==> src/rtl/adder_tree_scheduler_pkg.sv <==
`default_nettype none
// +----------------------------------------------------------------------+
// | adder_tree_scheduler_pkg -- shared defaults, tag type, FSM encoding   |
// | Rev 1.0                                                              |
// +----------------------------------------------------------------------+
package adder_tree_scheduler_pkg;

   localparam int DEF_NUM_REQ      = 4;
   localparam int DEF_TREE_SIZE    = 8;
   localparam int DEF_TREE_LATENCY = 3;

   // Wide enough for the largest supported requester count (16).
   localparam int TAG_ID_W = 4;

   localparam logic [0:0] ST_IDLE  = 1'b0;
   localparam logic [0:0] ST_BURST = 1'b1;

   typedef struct packed {
      logic                valid;
      logic                first;
      logic                last;
      logic [TAG_ID_W-1:0] id;
   } tag_t;

endpackage
`default_nettype wire

==> src/rtl/adder_tree_scheduler_rr_arbiter.sv <==
`default_nettype none
// +----------------------------------------------------------------------+
// | rr_arbiter -- picks the first request at or after ptr (circular)      |
// | Rev 1.0                                                              |
// +----------------------------------------------------------------------+
module rr_arbiter
   import adder_tree_scheduler_pkg::*;
#(
   parameter int NUM_REQ = DEF_NUM_REQ,
   parameter int ID_W    = 2
) (
   input  logic [NUM_REQ-1:0] req,
   input  logic [ID_W-1:0]    ptr,
   input  logic               enable,
   output logic [NUM_REQ-1:0] grant,
   output logic [ID_W-1:0]    id
);

   localparam logic [ID_W:0] NUM_REQ_EXT = (ID_W+1)'(NUM_REQ);

   logic [ID_W:0] idx;
   logic          found;

   always_comb begin
      grant = '0;
      id    = '0;
      found = 1'b0;
      idx   = '0;
      for (int i = 0; i < NUM_REQ; i++) begin
         // ptr < NUM_REQ, so one conditional subtract is enough to wrap.
         idx = {1'b0, ptr} + (ID_W+1)'(i);
         if (idx >= NUM_REQ_EXT) begin
            idx = idx - NUM_REQ_EXT;
         end
         if (enable && !found && req[idx[ID_W-1:0]]) begin
            found                = 1'b1;
            id                   = idx[ID_W-1:0];
            grant[idx[ID_W-1:0]] = 1'b1;
         end
      end
   end

endmodule
`default_nettype wire

==> src/rtl/adder_tree_scheduler.sv <==
`default_nettype none
// +----------------------------------------------------------------------+
// | adder_tree_scheduler -- round-robin packet sharing of an adder tree   |
// | Rev 1.0                                                              |
// +----------------------------------------------------------------------+
module adder_tree_scheduler
   import adder_tree_scheduler_pkg::*;
#(
   parameter int NUM_REQ      = DEF_NUM_REQ,
   parameter int TREE_SIZE    = DEF_TREE_SIZE,
   parameter int TREE_LATENCY = DEF_TREE_LATENCY,
   parameter int ID_W         = 2
) (
   input  logic                           clock,
   input  logic                           reset,
   input  logic [NUM_REQ-1:0]             req_valid,
   input  logic [NUM_REQ-1:0]             req_last,
   input  logic [NUM_REQ*TREE_SIZE*32-1:0] req_data,
   output logic [NUM_REQ-1:0]             req_ready,
   output logic [TREE_SIZE*32-1:0]        tree_in,
   input  logic [31:0]                    tree_out,
   output logic                           rsp_valid,
   output logic [ID_W-1:0]                rsp_id,
   output logic [31:0]                    rsp_data
);

   localparam int             BEAT_W  = TREE_SIZE*32;
   localparam logic [ID_W-1:0] LAST_ID = ID_W'(NUM_REQ-1);

   logic [0:0]         state;
   logic [ID_W-1:0]    owner;
   logic [ID_W-1:0]    rr_ptr;
   logic               first_pending;
   logic [NUM_REQ-1:0] grant;
   logic [ID_W-1:0]    grant_id;
   logic               any_grant;
   logic               accept;
   tag_t               push_tag;
   tag_t               tags [TREE_LATENCY+1];
   tag_t               aligned;
   logic [31:0]        acc;
   logic [31:0]        sum;

   rr_arbiter #(
      .NUM_REQ (NUM_REQ),
      .ID_W    (ID_W)
   ) u_rr_arbiter (
      .req    (req_valid),
      .ptr    (rr_ptr),
      .enable (state == ST_IDLE),
      .grant  (grant),
      .id     (grant_id)
   );

   assign any_grant = |grant;
   assign accept    = (state == ST_BURST) && req_valid[owner];
   assign req_ready = (state == ST_BURST) ? (NUM_REQ'(1) << owner) : '0;

   always_comb begin
      push_tag = '0;
      if (accept) begin
         push_tag.valid = 1'b1;
         push_tag.first = first_pending;
         push_tag.last  = req_last[owner];
         push_tag.id    = TAG_ID_W'(owner);
      end
   end

   always_ff @(posedge clock or posedge reset) begin
      if (reset) begin
         state         <= ST_IDLE;
         owner         <= '0;
         rr_ptr        <= '0;
         first_pending <= 1'b0;
         tree_in       <= '0;
      end else if (state == ST_IDLE) begin
         if (any_grant) begin
            owner         <= grant_id;
            rr_ptr        <= (grant_id == LAST_ID) ? '0 : grant_id + 1'b1;
            first_pending <= 1'b1;
            state         <= ST_BURST;
         end
      end else if (accept) begin
         tree_in       <= req_data[int'(owner)*BEAT_W +: BEAT_W];
         first_pending <= 1'b0;
         if (req_last[owner]) begin
            state <= ST_IDLE;
         end
      end
   end

   // One tag per cycle (bubble when nothing accepted) keeps tags aligned with tree_out.
   always_ff @(posedge clock or posedge reset) begin
      if (reset) begin
         for (int s = 0; s <= TREE_LATENCY; s++) begin
            tags[s] <= '0;
         end
      end else begin
         tags[0] <= push_tag;
         for (int s = 1; s <= TREE_LATENCY; s++) begin
            tags[s] <= tags[s-1];
         end
      end
   end

   assign aligned = tags[TREE_LATENCY];
   assign sum     = (aligned.first ? 32'd0 : acc) + tree_out;

   always_ff @(posedge clock or posedge reset) begin
      if (reset) begin
         rsp_valid <= 1'b0;
         rsp_id    <= '0;
         rsp_data  <= '0;
         acc       <= '0;
      end else begin
         rsp_valid <= aligned.valid && aligned.last;
         if (aligned.valid) begin
            if (aligned.last) begin
               rsp_data <= sum;
               rsp_id   <= ID_W'(aligned.id);
               acc      <= '0;
            end else begin
               acc <= sum;
            end
         end
      end
   end

endmodule
`default_nettype wire
==> config.mk <==
export PLATFORM = sky130hd
export DESIGN_NAME = adder_tree_scheduler
export DESIGN_NICKNAME = d
export VERILOG_FILES = /design/src/rtl/adder_tree_scheduler_pkg.sv /design/src/rtl/adder_tree_scheduler_rr_arbiter.sv /design/src/rtl/adder_tree_scheduler.sv
export SDC_FILE = /design/constraint.sdc
export NUM_CORES = 1
export LEC_CHECK = 0
export BUFFER_PORTS_ARGS = -buffer_cell sky130_fd_sc_hd__buf_2
export CAP_MARGIN = 5
export CORE_AREA = 2 2 527 529
export CTS_BUF_LIST = sky130_fd_sc_hd__clkbuf_2
export CTS_CLUSTER_SIZE = 28
export DETAILED_ROUTE_END_ITERATION = 16
export DIE_AREA = 0 0 529 531
export GPL_TIMING_DRIVEN = 1
export PLACE_DENSITY = 0.3
export SLEW_MARGIN = 15
export SYNTH_ARGS = -nofsm -noshare
export SYNTH_HDL_FRONTEND = slang
export SYNTH_HIERARCHICAL = 1
export SYNTH_SLANG_ARGS = --single-unit
==> constraint.sdc <==
create_clock -name clock -period 28.3 [get_ports clock]
set_input_delay 2.83 -clock clock [delete_from_list [all_inputs] [get_ports clock]]
set_output_delay 2.83 -clock clock [all_outputs]
set_load 0.02 [all_outputs]
# Word level (Yosys, flattened, before mapping)
# Index checks and enable logic that the tools add are counted.
# W data, S select, Z words.
[word_totals]
regBits = 349
out_inout_bits = 295
word_cells = 124
[classes]
addsub = 9
n_lt_le_gt_ge = 13
n_eq_ne = 2
shift = 2
mux = 47
bitwise_logic = 4
n_reduce_logical = 22
[ops]
columns = ["operator", "n"]
rows = [
  ["$shiftx A1024 B11 Y256", 1],
  ["$mux W32", 2],
  ["$add A32 B32 Y32", 1],
  ["$mux W1", 20],
  ["$mux W4", 5],
  ["$mux W2", 9],
  ["$lt A2 B3 Y1 const B", 5],
  ["$logic_and A1 B1 Y1", 13],
  ["$bmux W1 S2", 6],
  ["$or A4 B4 Y4", 3],
  ["$ge A3 B3 Y1 const B", 3],
  ["$demux W1 S2", 4],
  ["$ge A2 B1 Y1 const B", 4],
  ["$reduce_and A2 Y1", 4],
  ["$sub A2 B1 Y2 const B", 4],
  ["$mux W7", 1],
  ["$add A2 B2 Y3 const B", 2],
  ["$reduce_or A4 Y1", 1],
  ["$shl A1 B2 Y4 const A", 1],
  ["$add A2 B1 Y3 const B", 1],
  ["$ge A2 B3 Y1 const B", 1],
  ["$logic_not A1 Y1", 3],
  ["$add A2 B1 Y2 const B", 1],
  ["$eq A2 B2 Y1 const B", 1],
  ["other kinds (3)", 3],
]

# Depth between registers and ports, before layout
# Gate-level depths: netlist (run 1).
[depth]
ltp_word = 21
ltp_mapped = 14
mapped_depth_nobuf = 12

# Hierarchy
# The synthesis (run 1) kept the hierarchy.
[by_module_without_submodules]
columns = ["mod", "instances", "cells_each", "area_per_inst_um2"]
rows = [
  ["adder_tree_scheduler", 1, 1375, 20389.6],
  ["rr_arbiter", 1, 71, 636.9],
]

# Worst setup path before layout (run 1)
# Ideal clock, no wire load.
[synth_timing]
path_kind = "input to register"
start = "input port tree_out[0]"
end = "register acc[28]"
setup_ns = 0.136
arrival_ns = 5.053
slack_ns = 23.111
cell_stages = 11
path_buffers = 0
cell_sequence = "ha_1 fa_1 a211oi_1 o211ai_1 nand2_1 a21oi_1 a31o_2 nor4b_1 a211oi_1 xor2_1 o22ai_1"
[synth_between]
elab_chain_cells = 2
[synth_lines]
columns = ["item", "line_no", "source"]
rows = [
  ["start, declared", "adder_tree_scheduler.sv:21", "input logic [31:0] tree_out,"],
  ["$add A32 B32 Y32", "adder_tree_scheduler.sv:107", "assign sum = (aligned.first ? 32'd0 : acc) + tree_out;"],
  ["$mux W32", "adder_tree_scheduler.sv:118", "if (aligned.last) begin"],
  ["end signal, assigned", "adder_tree_scheduler.sv:123", "acc <= sum;"],
  ["end, declared", "adder_tree_scheduler.sv:41", "logic [31:0] acc;"],
]
# No other way between the ends.
# A chain may end at the register's enable or synchronous reset.

# Final worst setup path (run 1)
[layout_timing]
start = "register state"
end = "output port req_ready[0]"
[layout_between]
elab_chain_cells = 1
[layout_lines]
columns = ["item", "line_no", "source"]
rows = [
  ["start, declared", "adder_tree_scheduler.sv:30", "logic [0:0] state;"],
  ["start signal, assigned", "adder_tree_scheduler.sv:71", "state <= ST_IDLE;"],
  ["start signal, assigned", "adder_tree_scheduler.sv:81", "state <= ST_BURST;"],
  ["start signal, assigned", "adder_tree_scheduler.sv:87", "state <= ST_IDLE;"],
  ["$mux W4", "adder_tree_scheduler.sv:57", "assign req_ready = (state == ST_BURST) ? (NUM_REQ'(1) << owner) : '0;"],
  ["end, declared", "adder_tree_scheduler.sv:19", "output logic [NUM_REQ-1:0] req_ready,"],
]
# No other way between the ends.

==> summary.txt, run 1 <==
Status = complete, no violations
Total detailed-routing wirelength = 188000 µm
Final Critical Period = 6080 ps
Depth of the worst register-to-register path = 8
Worst setup timing slack at the placement stage = 22010 ps
Number of nets with antenna violations after routing = 0
FF-to-FF setup slack = 22890 ps
Placeable core area = 275000 µm²
Maximum clock frequency = 164 MHz
Number of I/O port buffers = 1360
Distinct cell type count after synthesis = 72
Clock root buffer = sky130_fd_sc_hd__clkbuf_2
Most area-consuming cells after synthesis = sky130_fd_sc_hd__dfrtp_1 42%, sky130_fd_sc_hd__mux4_2 28%, sky130_fd_sc_hd__mux2_2 14%
Global placer's final weighted congestion = 0.923
Worst slew margin = 0.316
DIE AREA = 281000 µm²
CTS max path bufs = 3
Yosys warns = 6
Number of buffers inserted for hold repair after clock tree synthesis = 0
Clock skew = 186 ps
Cell area after technology mapping = 21000 µm²
Final-layout setup total negative slack = 0 ps
Final HPWL from detailed placement = 166000 µm
Crit path launch type = flip-flop
RSZ-0062 raised after global routing = no
Cell Rows = 193
Number of nets in the layout = 3949
Clock tree from TritonCTS = yes
GRT met2 Usage = 0.204
Slew @ Worst Pin = 1030 ps
DRC violation count after routing = 0
Type of the setup path with the least slack = reg2out
Crit path max fanout = 7
Pin count of the biggest net entering global routing = 68
Part of the Yosys area used for sequential elements = 0.415
Worst r2r src = owner[1]$_DFFE_PP0P_
Internal cell power = 1730 µW
Grt met1 use = 0.148
DIE HEIGHT = 531 µm
Initial antenna violation count = 176
Stages on worst setup path = 3
TritonRoute pass-1 iters = 5
Syn_area_per_cell = 14.5 µm²
Number of buffers and inverters on the critical path = 2
Hold EP = tags[8]$_DFF_PP0_
Net count of the mapped netlist = 2553
Source of the worst hold timing path = tags[15]$_DFF_PP0_
Mean routed wirelength per cell = 28.4 µm
Worst-path cell with the longest stage delay = sky130_fd_sc_hd__dfrtp_1
Most numerous cell types in the synthesized netlist = 349 x sky130_fd_sc_hd__dfrtp_1, 266 x sky130_fd_sc_hd__mux2_2, 261 x sky130_fd_sc_hd__mux4_2
Leftover overflow at the end of global routing = 0
Clock transition time at the flip-flop clock pins of the worst setup and hold paths = 100 ps
Switching part of the total = 0.499
Syn Inst Count = 1446
Static power due to leakage = 0.0143 µW
Number of storage elements in the synthesis netlist = 349
Via count of the first global-routing pass = 21400
Global route hottest layer = met2
Critical Path RT = 25470 ps
Crit Reg-Reg Endpoint = tree_in[127]$_DFFE_PP0P_
Endpoint class of the critical path = output pin
Type of the worst min-delay path = reg2reg
Global router's overall resource usage = 0.128
Proportion of power drawn by flip-flops and latches = 0.264
P_sw = 1720 µW
Effective utilization at floorplan = 0.0764
Number of H-tree levels = 3
Post-route clock period utilization = 0.215
Clock latency on the worst-skew pair = 1430 ps
Share of layout cells above drive strength 1 = 0.723
Clock power frac = 0.132
Per-cell via count in the routed design = 3.12
Hold path depth = 0
EDFF count, synth = 0
Worst setup margin = 22220 ps
Synth Flop Type = sky130_fd_sc_hd__dfrtp_1
Ordered cell list for the critical path = inv_1 > nor3_1 > buf_2
Count of endpoints failing hold in the final timing report = 0
Pins over their slew limit = 0
Largest delay contributor family on the critical path = buffers and inverters
Post-synthesis async set-or-reset flop share = 1.00
Total vias in the final route = 20600
Comb pwr share = 0.604
Global-route wire length before repair = 232000 µm
Pwr Density = 104 nW/µm²
Max Cap Viol = 0
Clock tree sinks = 349
Total setup buffers inserted after CTS = 0
Number of DRC markers in iteration 0 = 1008
Data arrival at the endpoint of the critical path = 3250 ps
Area fraction of the dominant cell type after synthesis = 0.415
Top cell type by total area after synthesis = sky130_fd_sc_hd__dfrtp_1
Largest vdd supply drop = 0.0000307 V
Final setup violating endpoints = 0
Worst path max stage delay = 690 ps
Met3 routing resource usage after global routing = 0.0645
Io pins = 1361
Synthesis-to-finish area growth = 58.6%
Cells resized by post-CTS repair = 0
Total CTS buffers = 117
Cell with the most instances after synthesis = sky130_fd_sc_hd__dfrtp_1
X dimension of the die = 529 µm
-- metal layers --
layer / up-vias / part of all wire
met5: - / 0.0035
met4: 100 / 0.031
met3: 324 / 0.12
li1: 8635 / -
met2: 1227 / 0.46
met1: 10300 / 0.38
-- placed cells by master (no fill, tap or decap), drive strengths merged, types with 5 or more instances in the layout --
cell	count
inv	55
nand2	63
dfrtp	349
a31o	5
buf	1387
clkbuf	158
diode	81
nand4	5
ha	40
o21ai	50
o21bai	6
mux4	261
xnor2	18
nor2	47
clkinv	38
a211oi	8
xor2	13
o22ai	29
mux2	267
a21o	16
a21oi	33
nor2b	10
o211ai	8
-- sequential cells by signal, indices dropped and copies added (netlist names) --
| register | flops |
|---|---|
| tree_in | 256 |
| acc | 32 |
| rsp_data | 32 |
| tags | 15 |
| aligned | 5 |
| owner | 2 |
| rr_ptr | 2 |
| rsp_id | 2 |
| first_pending | 1 |
| rsp_valid | 1 |
| state | 1 |
-- worst max-delay path by stage --
stage	startpoint	endpoint	slack (ps)
5_1_grt	state$_DFF_PP0_	req_ready[0]	21620
2_1_floorplan	reset	acc[0]$_DFFE_PP0P_	15790
6_report	state$_DFF_PP0_	req_ready[0]	22220
3_3_place_gp	req_valid[0]	tree_in[136]$_DFFE_PP0P_	22010
3_5_place_dp	req_valid[0]	tree_in[144]$_DFFE_PP0P_	22010
4_1_cts	state$_DFF_PP0_	req_ready[0]	21550
-- worst register-to-register path: stages (launching register included) --
cell and delay [ps]:
sky130_fd_sc_hd__dfrtp_4 810, sky130_fd_sc_hd__buf_4 780, sky130_fd_sc_hd__buf_4 660, sky130_fd_sc_hd__a211oi_1 250, sky130_fd_sc_hd__a211oi_4 290, sky130_fd_sc_hd__buf_4 560, sky130_fd_sc_hd__buf_4 600, sky130_fd_sc_hd__buf_4 910
sky130_fd_sc_hd__mux2_2 460
-- power by group through the flow --
stage | clock network [µW] | registers (µW) | logic (µW)
CTS | 501 | 920 | 2160
detailed placement | 0 | 931 | 2160
finish | 456 | 912 | 2090
floorplan | 0 | 1140 | 968
global route | 522 | 949 | 2250
global placement | 0 | 926 | 2150
-- cells by family (layout without fill, tap and decap cells) --
family          after synthesis  after routing  synth area share
fa+ha+maj                    41             41            0.0248
mux                         531            531             0.424
compound gates              177            177            0.0549
other cells                   0             81                 0
xor+xnor                     32             32            0.0140
buf+inv                     162           1640            0.0308
simple gates                154            154            0.0360
flops                       349            349             0.415
-- area by class of cell --
type	instances	area (µm²)
Fill cell	31700	242000
Multi-Input combinational cell	935	11700
Sequential cell	349	8740
Timing Repair Buffer	1387	7010
Tap cell	3607	4510
Clock buffer	158	791
Clock inverter	43	236
Inverter	52	203
Antenna cell	81	203
-- per-stage QoR --
stage          total power (µW)  hold slack [ps]  instances   util  instance area, µm²
3_3_place_gp               3080              336       6330  0.117               32100
3_5_place_dp               3090              335       6330  0.117               32100
5_1_grt                    3720              223       6577  0.121               33300
2_1_floorplan              2110              331       1446      -               21000
6_report                   3460              239       6612  0.121               33400
4_1_cts                    3580              198       6531  0.120               33200
(Power assumes the default switching activity.)
==> run 2: changes to the inputs <==
Settings changed: ABC_AREA from default to 1, CORE_AREA 2 2 527 529 to 2 2 534 536, DIE_AREA 0 0 529 531 to 0 0 536 538.
Clock period 28.3 ns to 6.2 ns, I/O delays scaled along.
==> summary.txt, run 2 <==
Status = complete, no violations
Most numerous cell types in the synthesized netlist = 857 x sky130_fd_sc_hd__nand2_1, 349 x sky130_fd_sc_hd__dfrtp_1, 264 x sky130_fd_sc_hd__nand4_1
Clock transition time at the flip-flop clock pins of the worst setup and hold paths = 90 ps
FF-to-FF setup slack = 660 ps
Pin count of the biggest net entering global routing = 138
Syn_area_per_cell = 7.91 µm²
Via count of the first global-routing pass = 32300
Data arrival at the endpoint of the critical path = 6860 ps
Leading cell type in the layout, fill and taps excluded = sky130_fd_sc_hd__buf_2
Number of DRC markers in iteration 0 = 1460
Placeable core area = 283000 µm²
Worst slew margin = 0.200
DIE AREA = 288000 µm²
RSZ-0062 raised after global routing = no
Most area-consuming cells after synthesis = sky130_fd_sc_hd__dfrtp_1 42%, sky130_fd_sc_hd__nand2_1 15%, sky130_fd_sc_hd__a22oi_1 9.2%
Total CTS buffers = 135
Cell Rows = 196
Max Cap Viol = 0
Number of nets with antenna violations after routing = 0
Pins over their slew limit = 0
Net count of the mapped netlist = 3759
Placement-stage cell area = 32000 µm²
Number of I/O port buffers = 1360
Share of layout cells above drive strength 1 = 0.309
Cell area after technology mapping = 21000 µm²
Global-route wire length before repair = 289000 µm
Final Critical Period = 5540 ps
Post-synthesis async set-or-reset flop share = 1.00
Endpoint class of the critical path = flip-flop
Initial antenna violation count = 179
Final HPWL from detailed placement = 187000 µm
Max reg flops = 256
Crit path launch type = flip-flop
Count of endpoints failing hold in the final timing report = 0
Ordered cell list for the critical path = inv_2 > nand2_2 > inv_8 > a22oi_1 > dlygate4sd3_1 > nand2_1 > dlygate4sd3_1 > nand2_2 > inv_16 > buf_12 > nand4_1 > dlygate4sd3_1 > o21a_1 > dlygate4sd3_1
DIE HEIGHT = 538 µm
Largest registers in the final layout = tree_in: 256 flops, acc: 32 flops, rsp_data: 32 flops
Leftover overflow at the end of global routing = 0
DRC violation count after routing = 0
Mean routed wirelength per cell = 24.6 µm
Final setup violating endpoints = 0
Worst-path cell with the longest stage delay = sky130_fd_sc_hd__dlygate4sd3_1
Critical Path RT = 7520 ps
Effective utilization at floorplan = 0.0741
Global placer's final weighted congestion = 0.890
Clock tree from TritonCTS = yes
Yosys warns = 6
Number of buffers and inverters on the critical path = 8
Per-cell via count in the routed design = 3.49
Number of nets in the layout = 6283
Crit path max fanout = 128
Total detailed-routing wirelength = 224000 µm
Clock tree sinks = 349
EDFF count, synth = 0
Top library cells by usage in the layout, fill and taps aside = 1360 x sky130_fd_sc_hd__buf_2, 1175 x sky130_fd_sc_hd__dlygate4sd3_1, 857 x sky130_fd_sc_hd__nand2_1, 348 x sky130_fd_sc_hd__dfrtp_1, 264 x sky130_fd_sc_hd__nand4_1
TritonRoute pass-1 iters = 6
Clock root buffer = sky130_fd_sc_hd__clkbuf_2
Part of the Yosys area used for sequential elements = 0.416
Type of the worst min-delay path = reg2reg
Number of H-tree levels = 4
Area fraction of the dominant cell type after synthesis = 0.416
Clock skew = 168 ps
Final-layout setup total negative slack = 0 ps
Most used cell along the critical path = sky130_fd_sc_hd__dlygate4sd3_1
Syn Inst Count = 2652
Top cell type by total area after synthesis = sky130_fd_sc_hd__dfrtp_1
Slew @ Worst Pin = 1200 ps
Cell with the most instances after synthesis = sky130_fd_sc_hd__nand2_1
Distinct cell type count after synthesis = 36
Synthesis-to-finish area growth = 115%
Maximum clock frequency = 180 MHz
Largest vdd supply drop = 0.000241 V
Clock latency on the worst-skew pair = 1520 ps
Pwr Density = 462 nW/µm²
Synth Flop Type = sky130_fd_sc_hd__dfrtp_1
Total vias in the final route = 31700
Global router's overall resource usage = 0.149
Type of the setup path with the least slack = reg2reg
Most flops, register = tree_in
Io pins = 1361
Largest delay contributor family on the critical path = buffers and inverters
Number of storage elements in the synthesis netlist = 349
Static power due to leakage = 0.0190 µW
Post-layout instance area = 45200 µm²
Worst path max stage delay = 640 ps
X dimension of the die = 536 µm
Post-route clock period utilization = 0.894
CTS max path bufs = 4
[run 2: changes by cell type after synthesis, sizes merged, moves of 84 or more]
cell / previous run / this run
o21a: 4 / 256
nand3: 3 / 87
nand4: 5 / 264
mux2: 267 / 0
inv: 52 / 174
nand2: 63 / 864
a22oi: 0 / 258
mux4: 261 / 0
[run 2: power breakdown]
part | switching, µW | total, µW | internal [µW]
registers | 743 | 4170 | 3430
logic | 8080 | 14200 | 6100
clock network | 1470 | 2520 | 1040
[run 2: path summary, 6_finish.rpt]
kind,from,end,depth (start not counted)
setup / recovery,owner[0]$_DFFE_PP0P_,tree_in[49]$_DFFE_PP0P_,14
hold / removal,tags[18]$_DFF_PP0_,tags[11]$_DFF_PP0_,0
setup reg to reg,owner[0]$_DFFE_PP0P_,tree_in[49]$_DFFE_PP0P_,14
hold reg to reg,tags[18]$_DFF_PP0_,tags[11]$_DFF_PP0_,0
max in group asynchronous,reset,acc[8]$_DFFE_PP0P_,6
min in group asynchronous,reset,acc[9]$_DFFE_PP0P_,6
[run 2: area by class of cell]
cell class,instances,area [µm²]
fillers,32900,238000
repair buffers,2574,19000
multi-input cells,1942,10600
flip-flops and latches,349,8730
well taps,3762,4710
clock buffers,194,971
inverters,174,688
clock inverters,36,283
diodes,64,160
[run 2: per-layer routing]
metal / up-vias / share of wire / track usage
met1: 15200 / 0.40 / 0.176
met5: - / 0.0037 / 0
met4: 126 / 0.039 / 0.0561
met2: 1480 / 0.45 / 0.238
met3: 496 / 0.11 / 0.0645
li1: 14500 / - / -
[run 2: kinds of logic (layout without fill, tap and decap cells)]
group,Yosys count,in the layout,synth area share
and+or+nand+nor,1307,1307,0.275
AOI/OAI and AO/OA,579,579,0.201
buffers and inverters,361,2978,0.0766
DFF,349,349,0.416
adders and majority gates,41,41,0.0248
xor gates and xnor gates,15,15,0.00626
other,0,64,0
[run 2: stage by stage]
step           utilization  cells  power [µW]  hold slack [ps]  worst slack (ps)
3_3_place_gp         0.113   7626       15000              331              2910
2_1_floorplan            -   2652        9790              331               908
3_5_place_dp         0.113   7626       15100              335              2850
4_1_cts              0.159   9031       21300             1.72               679
5_1_grt              0.159   9073       22500             96.6               400
6_report             0.160   9095       20900              341               657
[run 2: repair_timing]
item	in CTS	in global routing
buffers inserted	0	0
endpoints found under the hold margin	679	0
hold buffers	1175	0
gates resized for setup	0	0
endpoints found under the setup margin	0	0
